`config.mk`:
```
export PLATFORM = sky130hd
export DESIGN_NAME = duck_ctl_flat
export DESIGN_NICKNAME = d
export VERILOG_FILES = /design/src/rtl/duck_ctl_if.sv /design/src/rtl/duck_ctl.sv /design/src/flat_wrapper.sv
export SDC_FILE = /design/constraint.sdc
export NUM_CORES = 1
export LEC_CHECK = 0
export CAP_MARGIN = 40
export CORE_MARGIN = 2
export CORE_UTILIZATION = 30
export DETAILED_ROUTE_END_ITERATION = 8
export PLACE_DENSITY_LB_ADDON = 0.2
export SYNTH_ARGS = -nofsm -noshare
export SYNTH_HDL_FRONTEND = slang
export SYNTH_SLANG_ARGS = --single-unit
export TNS_END_PERCENT = 30
```
`constraint.sdc`:
```
create_clock -name clk -period 4.4 [get_ports clk]
set_clock_uncertainty 0.1 [all_clocks]
set_input_delay 0.88 -clock clk [delete_from_list [all_inputs] [get_ports clk]]
set_output_delay 0.88 -clock clk [all_outputs]
set_load 0.02 [all_outputs]
```
`src/rtl/duck_ctl_if.sv`:
```
// duck_ctl_if: frame/spawn/hit requests into duck_ctl and the sprite-side position/status it returns
interface duck_ctl_if;
  logic new_frame, start, shot_hit;
  logic [9:0] duck_x, duck_y;
  logic duck_show, duck_hit, killed, escaped, busy;
  modport master (
    output new_frame, start, shot_hit,
    input  duck_x, duck_y, duck_show, duck_hit, killed, escaped, busy
  );
  modport slave (
    input  new_frame, start, shot_hit,
    output duck_x, duck_y, duck_show, duck_hit, killed, escaped, busy
  );
endinterface

```
`src/rtl/duck_ctl.sv`:
```
// duck_ctl: duck spawn / flight / hit / fall / escape motion controller, stepping once per video frame
module duck_ctl #(
  parameter int X_MAX       = 576,
  parameter int GROUND_Y    = 352,
  parameter int SPEED       = 2,
  parameter int FALL_SPEED  = 4,
  parameter int HIT_FREEZE  = 30,
  parameter int FLY_FRAMES  = 600,
  parameter int TURN_PERIOD = 64
) (
  input logic clk,
  input logic rst,
  duck_ctl_if.slave bus
);
  localparam logic [2:0] S_IDLE = 3'd0, S_FLY = 3'd1, S_HIT = 3'd2, S_FALL = 3'd3, S_ESC = 3'd4;
  localparam logic [9:0] XM = 10'(X_MAX), GY = 10'(GROUND_Y), SP = 10'(SPEED), FS = 10'(FALL_SPEED);
  localparam logic [9:0] HF = 10'(HIT_FREEZE), FF = 10'(FLY_FRAMES), TP = 10'(TURN_PERIOD);
  logic [2:0] r_state;
  logic [15:0] r_lfsr;
  logic [9:0] r_cnt, r_x, r_y;
  logic r_dx, r_dy;
  logic r_show, r_hit, r_killed, r_escaped, r_busy;
  logic w_turn, w_dx, w_dy, w_xlo, w_xhi, w_ylo, w_yhi;
  logic signed [10:0] w_nx, w_ny;
  logic [10:0] w_fy;
  // direction bits: 1 = moving toward smaller coordinates
  assign w_turn = r_cnt != '0 && r_cnt % TP == '0;
  assign w_dx = w_turn ? r_lfsr[0] : r_dx;
  assign w_dy = w_turn ? r_lfsr[1] : r_dy;
  assign w_nx = w_dx ? $signed({1'b0, r_x} - {1'b0, SP}) : $signed({1'b0, r_x} + {1'b0, SP});
  assign w_ny = w_dy ? $signed({1'b0, r_y} - {1'b0, SP}) : $signed({1'b0, r_y} + {1'b0, SP});
  // reaching a wall exactly also bounces, so the duck never idles a frame against it
  assign w_xlo = w_nx <= 11'sd0;
  assign w_xhi = w_nx >= $signed({1'b0, XM});
  assign w_ylo = w_ny <= 11'sd0;
  assign w_yhi = w_ny >= $signed({1'b0, GY});
  assign w_fy = {1'b0, r_y} + {1'b0, FS};
  always_ff @(posedge clk) begin
    r_lfsr <= {r_lfsr[14:0], r_lfsr[15] ^ r_lfsr[13] ^ r_lfsr[12] ^ r_lfsr[10]};
    r_killed <= 1'b0;
    r_escaped <= 1'b0;
    if (rst) begin
      r_state <= S_IDLE;
      r_lfsr <= 16'hACE1;
      r_cnt <= '0;
      r_x <= '0;
      r_y <= '0;
      r_dx <= 1'b0;
      r_dy <= 1'b0;
      r_show <= 1'b0;
      r_hit <= 1'b0;
      r_busy <= 1'b0;
    end else begin
      case (r_state)
        S_IDLE: if (bus.start) begin
          r_state <= S_FLY;
          r_x <= r_lfsr[9:0] > XM ? XM : r_lfsr[9:0];
          r_y <= GY;
          r_dx <= r_lfsr[10];
          r_dy <= 1'b1;
          r_cnt <= '0;
          r_show <= 1'b1;
          r_busy <= 1'b1;
        end
        S_FLY: if (bus.shot_hit) begin
          r_state <= S_HIT;
          r_hit <= 1'b1;
          r_cnt <= '0;
        end else if (bus.new_frame) begin
          r_x <= w_xlo ? '0 : w_xhi ? XM : w_nx[9:0];
          r_y <= w_ylo ? '0 : w_yhi ? GY : w_ny[9:0];
          r_dx <= !w_xlo && (w_xhi || w_dx);
          r_dy <= !w_ylo && (w_yhi || w_dy);
          r_cnt <= r_cnt + 10'd1;
          r_state <= r_cnt + 10'd1 == FF ? S_ESC : S_FLY;
        end
        S_HIT: if (bus.new_frame) begin
          r_cnt <= r_cnt + 10'd1;
          r_state <= r_cnt + 10'd1 == HF ? S_FALL : S_HIT;
        end
        S_FALL: if (bus.new_frame) begin
          if (w_fy >= {1'b0, GY}) begin
            r_y <= GY;
            r_killed <= 1'b1;
            r_state <= S_IDLE;
            r_show <= 1'b0;
            r_hit <= 1'b0;
            r_busy <= 1'b0;
          end else begin
            r_y <= w_fy[9:0];
          end
        end
        S_ESC: if (bus.new_frame) begin
          if (r_y < SP) begin
            r_escaped <= 1'b1;
            r_state <= S_IDLE;
            r_show <= 1'b0;
            r_busy <= 1'b0;
          end else begin
            r_y <= r_y - SP;
          end
        end
        default: r_state <= S_IDLE;
      endcase
    end
  end
  assign bus.duck_x = r_x;
  assign bus.duck_y = r_y;
  assign bus.duck_show = r_show;
  assign bus.duck_hit = r_hit;
  assign bus.killed = r_killed;
  assign bus.escaped = r_escaped;
  assign bus.busy = r_busy;
endmodule
```
`src/flat_wrapper.sv`:
```
// flat-port wrapper written by rule: the top's interface ports become plain ports
module duck_ctl_flat 
#(
  parameter int X_MAX       = 576,
  parameter int GROUND_Y    = 352,
  parameter int SPEED       = 2,
  parameter int FALL_SPEED  = 4,
  parameter int HIT_FREEZE  = 30,
  parameter int FLY_FRAMES  = 600,
  parameter int TURN_PERIOD = 64
)
  (clk, rst, bus_new_frame, bus_start, bus_shot_hit, bus_duck_x, bus_duck_y, bus_duck_show, bus_duck_hit, bus_killed, bus_escaped, bus_busy);
  duck_ctl_if bus_i ();
  input logic clk;
  input logic rst;
  input wire logic [$bits(bus_i.new_frame)-1:0] bus_new_frame;
  input wire logic [$bits(bus_i.start)-1:0] bus_start;
  input wire logic [$bits(bus_i.shot_hit)-1:0] bus_shot_hit;
  output wire logic [$bits(bus_i.duck_x)-1:0] bus_duck_x;
  output wire logic [$bits(bus_i.duck_y)-1:0] bus_duck_y;
  output wire logic [$bits(bus_i.duck_show)-1:0] bus_duck_show;
  output wire logic [$bits(bus_i.duck_hit)-1:0] bus_duck_hit;
  output wire logic [$bits(bus_i.killed)-1:0] bus_killed;
  output wire logic [$bits(bus_i.escaped)-1:0] bus_escaped;
  output wire logic [$bits(bus_i.busy)-1:0] bus_busy;
  assign bus_i.new_frame = bus_new_frame;
  assign bus_i.start = bus_start;
  assign bus_i.shot_hit = bus_shot_hit;
  assign bus_duck_x = bus_i.duck_x;
  assign bus_duck_y = bus_i.duck_y;
  assign bus_duck_show = bus_i.duck_show;
  assign bus_duck_hit = bus_i.duck_hit;
  assign bus_killed = bus_i.killed;
  assign bus_escaped = bus_i.escaped;
  assign bus_busy = bus_i.busy;
  duck_ctl #(.X_MAX(X_MAX), .GROUND_Y(GROUND_Y), .SPEED(SPEED), .FALL_SPEED(FALL_SPEED), .HIT_FREEZE(HIT_FREEZE), .FLY_FRAMES(FLY_FRAMES), .TURN_PERIOD(TURN_PERIOD)) u_core (.clk(clk), .rst(rst), .bus(bus_i));
endmodule
```
* Word-level counts from Yosys, hierarchy flattened
Index checks and enable logic that the tools add are counted.
** Word-level totals
- Register bits after elaboration :: 55
- Word-level logic and storage cells :: 124
** Operators by class
- Add/sub/neg operators :: 7
- Order comparisons :: 7
- Equality and inequality tests :: 17
- Mux-type cells :: 53
- Bitwise gates (word level) :: 6
- Reductions and logical operators :: 23
** Operators with widths (count)
- 10-bit two-way mux :: 18
- 10-bit one-hot mux with 4 select lines :: 1
- 10-bit one-hot mux with 3 select lines :: 1
- 3-bit two-way mux :: 9
- 10-bit by 2-bit adder with 11-bit output, second input constant :: 2
- 11-bit by 1-bit <= comparator with 1-bit output, second input constant :: 2
- 11-bit two-way mux :: 2
- 10-bit by 2-bit subtractor with 11-bit output, second input constant :: 2
- 10-bit one-hot mux with 2 select lines :: 1
- 1-bit two-way mux :: 16
- 2-bit inequality test, second input constant :: 8
- 3-bit one-hot mux with 5 select lines :: 1
- 7-bit AND reduction :: 2
- 10-bit by 3-bit adder with 11-bit output, second input constant :: 1
- 11-bit by 10-bit >= comparator with 1-bit output, second input constant :: 1
- 11-bit >= comparator, second input constant :: 1
- 11-bit by 9-bit >= comparator with 1-bit output, second input constant :: 1
- 10-bit by 1-bit adder with 10-bit output, second input constant :: 1
- 10-bit equality test, second input constant :: 1
- 10-bit by 5-bit equality test with 1-bit output, second input constant :: 1
- 10-bit greater-than comparator, second input constant :: 1
- 10-bit zero test :: 1
- 10-bit by 2-bit less-than comparator with 1-bit output, second input constant :: 1
- 10-bit nonzero test :: 1
- other kinds (21) :: 37

* Logic depth before layout (Yosys ltp)
- Depth in word-level cells :: 10
- Mapped depth :: 14

* Worst setup path after synthesis
Ideal clock, no wire load.
- Path kind :: register -> register
- From :: register u_core.r_cnt[6]
- To :: register u_core.r_x[0] (netlist: u_core.bus.duck_x[0])
- Setup time :: 123 ps
- Arrival time :: 3507 ps
- Setup slack :: 670 ps
- Stages on the path, launching flop included :: 13
- Buffers on the path :: 1
- Cell sequence :: dfxtp_1 or4_1 nand3_1 mux2_2 fa_1 a21oi_1 o22ai_1 o41ai_1 xnor2_1 or4_1 clkbuf_1 a31oi_1 o21ai_1
** On the way
- Cells in the longest elaborated chain, start to end :: 10
- Elaborated cells between the ends (all ways) :: 11
- Those cells by class :: order compare: 2; mux: 7; reduce/logical: 2
** RTL lines
- start, declared :: line duck_ctl.sv:20 : logic [9:0] r_cnt, r_x, r_y;
- start signal, assigned :: line duck_ctl.sv:74 : r_cnt <= r_cnt + 10'd1;
- start signal, assigned :: line duck_ctl.sv:78 : r_cnt <= r_cnt + 10'd1;
- 10-bit nonzero test * :: line duck_ctl.sv:27 : assign w_turn = r_cnt != '0 && r_cnt % TP == '0;
- 1-bit logical AND * :: line duck_ctl.sv:27
- 1-bit two-way mux * :: line duck_ctl.sv:28 : assign w_dx = w_turn ? r_lfsr[0] : r_dx;
- 11-bit two-way mux * :: line duck_ctl.sv:30 : assign w_nx = w_dx ? $signed({1'b0, r_x} - {1'b0, SP}) : $signed({1'b0, r_x} + {1'b0, SP});
- 11-bit >= comparator :: line duck_ctl.sv:34 : assign w_xhi = w_nx >= $signed({1'b0, XM});
- 10-bit two-way mux :: line duck_ctl.sv:70 : r_x <= w_xlo ? '0 : w_xhi ? XM : w_nx[9:0];
- 10-bit two-way mux * :: line duck_ctl.sv:70
- 10-bit two-way mux * :: line duck_ctl.sv:69 : end else if (bus.new_frame) begin
- 10-bit two-way mux * :: line duck_ctl.sv:65 : S_FLY: if (bus.shot_hit) begin
- 10-bit one-hot mux with 2 select lines * :: line duck_ctl.sv:54 : case (r_state)
- end signal, assigned :: line duck_ctl.sv:57 : r_x <= r_lfsr[9:0] > XM ? XM : r_lfsr[9:0];
- end signal, assigned :: line duck_ctl.sv:70
- end, declared :: line duck_ctl.sv:20
Every way passes the cells marked *; elsewhere a longest branch is shown, timed or not. The select of a mux whose other input is x is not followed.
A chain may end at the register's enable or synchronous reset.

* Worst setup path after layout
- From :: register u_core.r_cnt[6]
- To :: register u_core.r_y[1] (netlist: u_core.bus.duck_y[1])
** On the way
- Cells in the longest elaborated chain, start to end :: 10
- Elaborated cells between the ends (all ways) :: 11
- Those cells by class :: order compare: 2; mux: 7; reduce/logical: 2
** RTL lines
- 10-bit nonzero test * :: line duck_ctl.sv:27
- 1-bit logical AND * :: line duck_ctl.sv:27
- 1-bit two-way mux * :: line duck_ctl.sv:29 : assign w_dy = w_turn ? r_lfsr[1] : r_dy;
- 11-bit two-way mux * :: line duck_ctl.sv:31 : assign w_ny = w_dy ? $signed({1'b0, r_y} - {1'b0, SP}) : $signed({1'b0, r_y} + {1'b0, SP});
- 11-bit by 10-bit >= comparator with 1-bit output :: line duck_ctl.sv:36 : assign w_yhi = w_ny >= $signed({1'b0, GY});
- 10-bit two-way mux :: line duck_ctl.sv:71 : r_y <= w_ylo ? '0 : w_yhi ? GY : w_ny[9:0];
- 10-bit two-way mux * :: line duck_ctl.sv:71
- 10-bit two-way mux * :: line duck_ctl.sv:69
- 10-bit two-way mux * :: line duck_ctl.sv:65
- 10-bit one-hot mux with 4 select lines * :: line duck_ctl.sv:54
- end signal, assigned :: line duck_ctl.sv:71
- end signal, assigned :: line duck_ctl.sv:90 : r_y <= w_fy[9:0];
- end signal, assigned :: line duck_ctl.sv:100 : r_y <= r_y - SP;
- end, declared :: line duck_ctl.sv:20
Marked as above.

==> flow_metrics.py <==
metrics = {
    "run_status": {
        "status": "complete, no violations",
    },
    "clocking": {
        "post-cts-setup-buffer-count": 0,
        "clk_pin_slew_ns": 0.07,
        "ctsLongestPathBuffers": 2,
        "clock_latency_ns": 0.30,
        "cts.sinks": 54,
        "cts_made_buffers": 5,
        "ctsResizeCount": 0,
        "cts_tree": "built",
        "htreeDepth": 2,
        "hold_buffers": 0,
        "cts_root_buffer": "clkbuf_16",
    },
    "die": {
        "boundaryPins": 30,
        "start_util": 0.303,
        "die_area_um2": 14800,
        "core_area_um2": 13700,
        "fp-row-count": 43,
        "die_h_um": 122,
        "fp.dieW_um": 122,
    },
    "drt": {
        "wl_per_cell_um": 15.7,
        "vias": 3974,
        "ant_nets": 0,
        "vias_per_cell": 5.55,
        "drt_iter0_drc": 269,
        "drc_errors": 0,
        "wl_um": 11200,
        "firstDrtPassIters": 5,
    },
    "cells_and_area": {
        "antenna_cells": 0,
        "fin_util": 0.344,
        "final_layout_size_suffix_gt1_frac": 0.0765,
        "area_growth_pct": 13.4,
        "fillers": 1446,
        "instances_no_fill": 716,
        "design_area_um2": 4710,
        "layout.nets": 565,
    },
    "logic_synthesis": {
        "yosys_warnings": 0,
        "synth-edff-count": 0,
        "syn-instance-count": 525,
        "syn_avg_cell_area_um2": 7.91,
        "synth_top_area_frac": 0.260,
        "ys_types": 80,
        "synth.net_count": 555,
        "synth_area_um2": 4160,
        "post-synth-top-count-cell": "nor2_1",
        "ys_seq_area_frac": 0.260,
        "yosys-top-cells-count": "nor2_1, dfxtp_1, a21oi_1",
        "yosysTopAreaCell": "dfxtp_1",
        "ys_ff_latch": 54,
        "async_flop_share": 0,
        "ys_top_cells_by_area": "dfxtp_1, ha_1, nor2_1",
        "synthFlopType": "dfxtp_1",
    },
    "sta": {
        "tns_ns": 0,
        "post-route-period-util": 0.928,
        "max_slew_margin": 0.426,
        "worst_slew_pin_slew_ns": 0.858,
        "finalSetupViolCount": 0,
        "finalCriticalPeriod_ns": 4.08,
        "max_freq_mhz": 245,
        "slew_viol_final": 0,
        "setup_ws_ns": 0.317,
        "rsz0062_at_grt": "no",
        "final_hold_viol_count": 0,
    },
    "critical_path": {
        "arrival_ns": 4.20,
        "cp.required_ns": 4.52,
        "critPathMaxFanout": 11,
        "reg2regPathDepth": 11,
        "crit_path_start_kind": "register",
        "path_class": "register to register",
        "end_kind": "register",
    },
    "placed_design": {
        "pre_cts_slack_ns": 0.341,
        "dpl.cell_count": 708,
        "place_area_um2": 4560,
        "detailed_place_hpwl_um": 8380,
        "portBuffers": 28,
        "place.gp.congestion": 0.883,
    },
    "flow_run": {
        "maxCapViolations": 0,
    },
    "global_routing": {
        "use_met2": 0.242,
        "grt_use_met1": 0.219,
        "grt_pass1_vias": 3677,
        "gr-usage-met3": 0.0201,
        "grt_busiest_layer": "met2",
        "grt-ovfl-total": 0,
        "grt_pass1_wl_um": 18400,
        "grt_max_degree": 46,
        "antenna_found_initial": 0,
        "track_usage": 0.152,
    },
    "pwr": {
        "power_leakage_nw": 1.72,
        "peakVddDrop_mv": 0.186,
        "p_per_area_nw_per_um2": 487,
    },
    "min_path": {
        "hold_class": "register to register",
        "hold_depth": 1,
    },
}
==> area by class of cell <==
| class | count | area [µm²] | share of cell area |
|---|---|---|---|
| multi-input cells | 422 | 2870 | 0.608 |
| repair buffers | 34 | 320 | 0.0680 |
| inverters | 18 | 67.6 | 0.0143 |
| well taps | 180 | 225 | 0.0478 |
| flip-flops and latches | 54 | 1080 | 0.229 |
| clock buffers | 5 | 125 | 0.0265 |
| clock inverters | 3 | 28.8 | 0.00611 |
==> worst max-delay path: stages (launching register included) <==
cell and delay (ns):
dfxtp_1 0.38, or4_1 0.51, nand3_1 0.16, mux2_2 0.50, ha_1 0.46, or3_1 0.36
a21oi_1 0.30, o31ai_2 0.17, xnor2_4 0.22, o41ai_2 0.15, or3_4 0.42, a311oi_2 0.27
==> stage by stage <==
stage	hold WS [ns]	power [mW]
finish	0.313	2.29
global route	0.355	2.48
CTS	0.316	2.31
detailed placement	0.297	1.87
global placement	0.292	1.87
floorplan	0.289	1.54
==> placed cells by master, fill, tap and decap left out, types with 18 or more instances in the layout <==
master,instances
nor2_1,56
dfxtp_1,54
a21oi_1,35
nand2_1,31
clkdlybuf4s50_1,27
ha_1,23
o21ai_0,20
nand3_1,19
inv_1,18
==> registers in the layout, indices dropped and copies added (netlist names) <==
name	flops
u_core.r_cnt	10
u_core.r_lfsr	16
u_core.r_state	3
u_core.bus.escaped	1
u_core.bus.killed	1
u_core.r_dy	1
u_core.bus.duck_y	9
u_core.bus.duck_hit	1
u_core.r_dx	1
u_core.bus.duck_x	10
u_core.bus.duck_show	1
==> cells by family (layout without fill, tap and decap cells) <==
| group | Yosys count | after routing | synth area share |
|---|---|---|---|
| muxes | 4 | 4 | 0.0102 |
| other | 1 | 1 | 0.000902 |
| DFF | 54 | 54 | 0.260 |
| AOI/OAI and AO/OA | 165 | 165 | 0.286 |
| buffers and inverters | 49 | 60 | 0.0503 |
| and+or+nand+nor | 208 | 208 | 0.269 |
| xor gates and xnor gates | 19 | 19 | 0.0446 |
| adders and majority gates | 25 | 25 | 0.0789 |
==> path summary, 6_finish.rpt <==
check / start / endpoint / slack, ns
worst min-delay path: u_core.r_lfsr[14]$_SDFF_PP0_ / u_core.r_lfsr[15]$_SDFF_PP1_ / 0.31
worst max register to register: u_core.r_cnt[6]$_SDFFE_PP0P_ / u_core.bus.duck_y[1]$_SDFFE_PP0P_ / 0.32
worst max-delay path: u_core.r_cnt[6]$_SDFFE_PP0P_ / u_core.bus.duck_y[1]$_SDFFE_PP0P_ / 0.32
worst min register to register: u_core.r_lfsr[14]$_SDFF_PP0_ / u_core.r_lfsr[15]$_SDFF_PP1_ / 0.31
==> report_power, final <==
part           total [mW]  internal [mW]  switching, mW  leakage [nW]
sequential          0.660          0.553          0.106         0.444
combinational        1.22          0.489          0.728          1.20
clock               0.417          0.218          0.200        0.0759
total                2.29           1.26           1.03          1.72
==> metal layers <==
layer | share of wire | vias up | wire (µm)
met5 | 0 | - | 0
met4 | 0.012 | 0 | 132
met3 | 0.030 | 13 | 340
met2 | 0.44 | 88 | 4980
met1 | 0.51 | 1880 | 5770
li1 | - | 1993 | -
No activity file was read; power rests on OpenSTA's default activity.
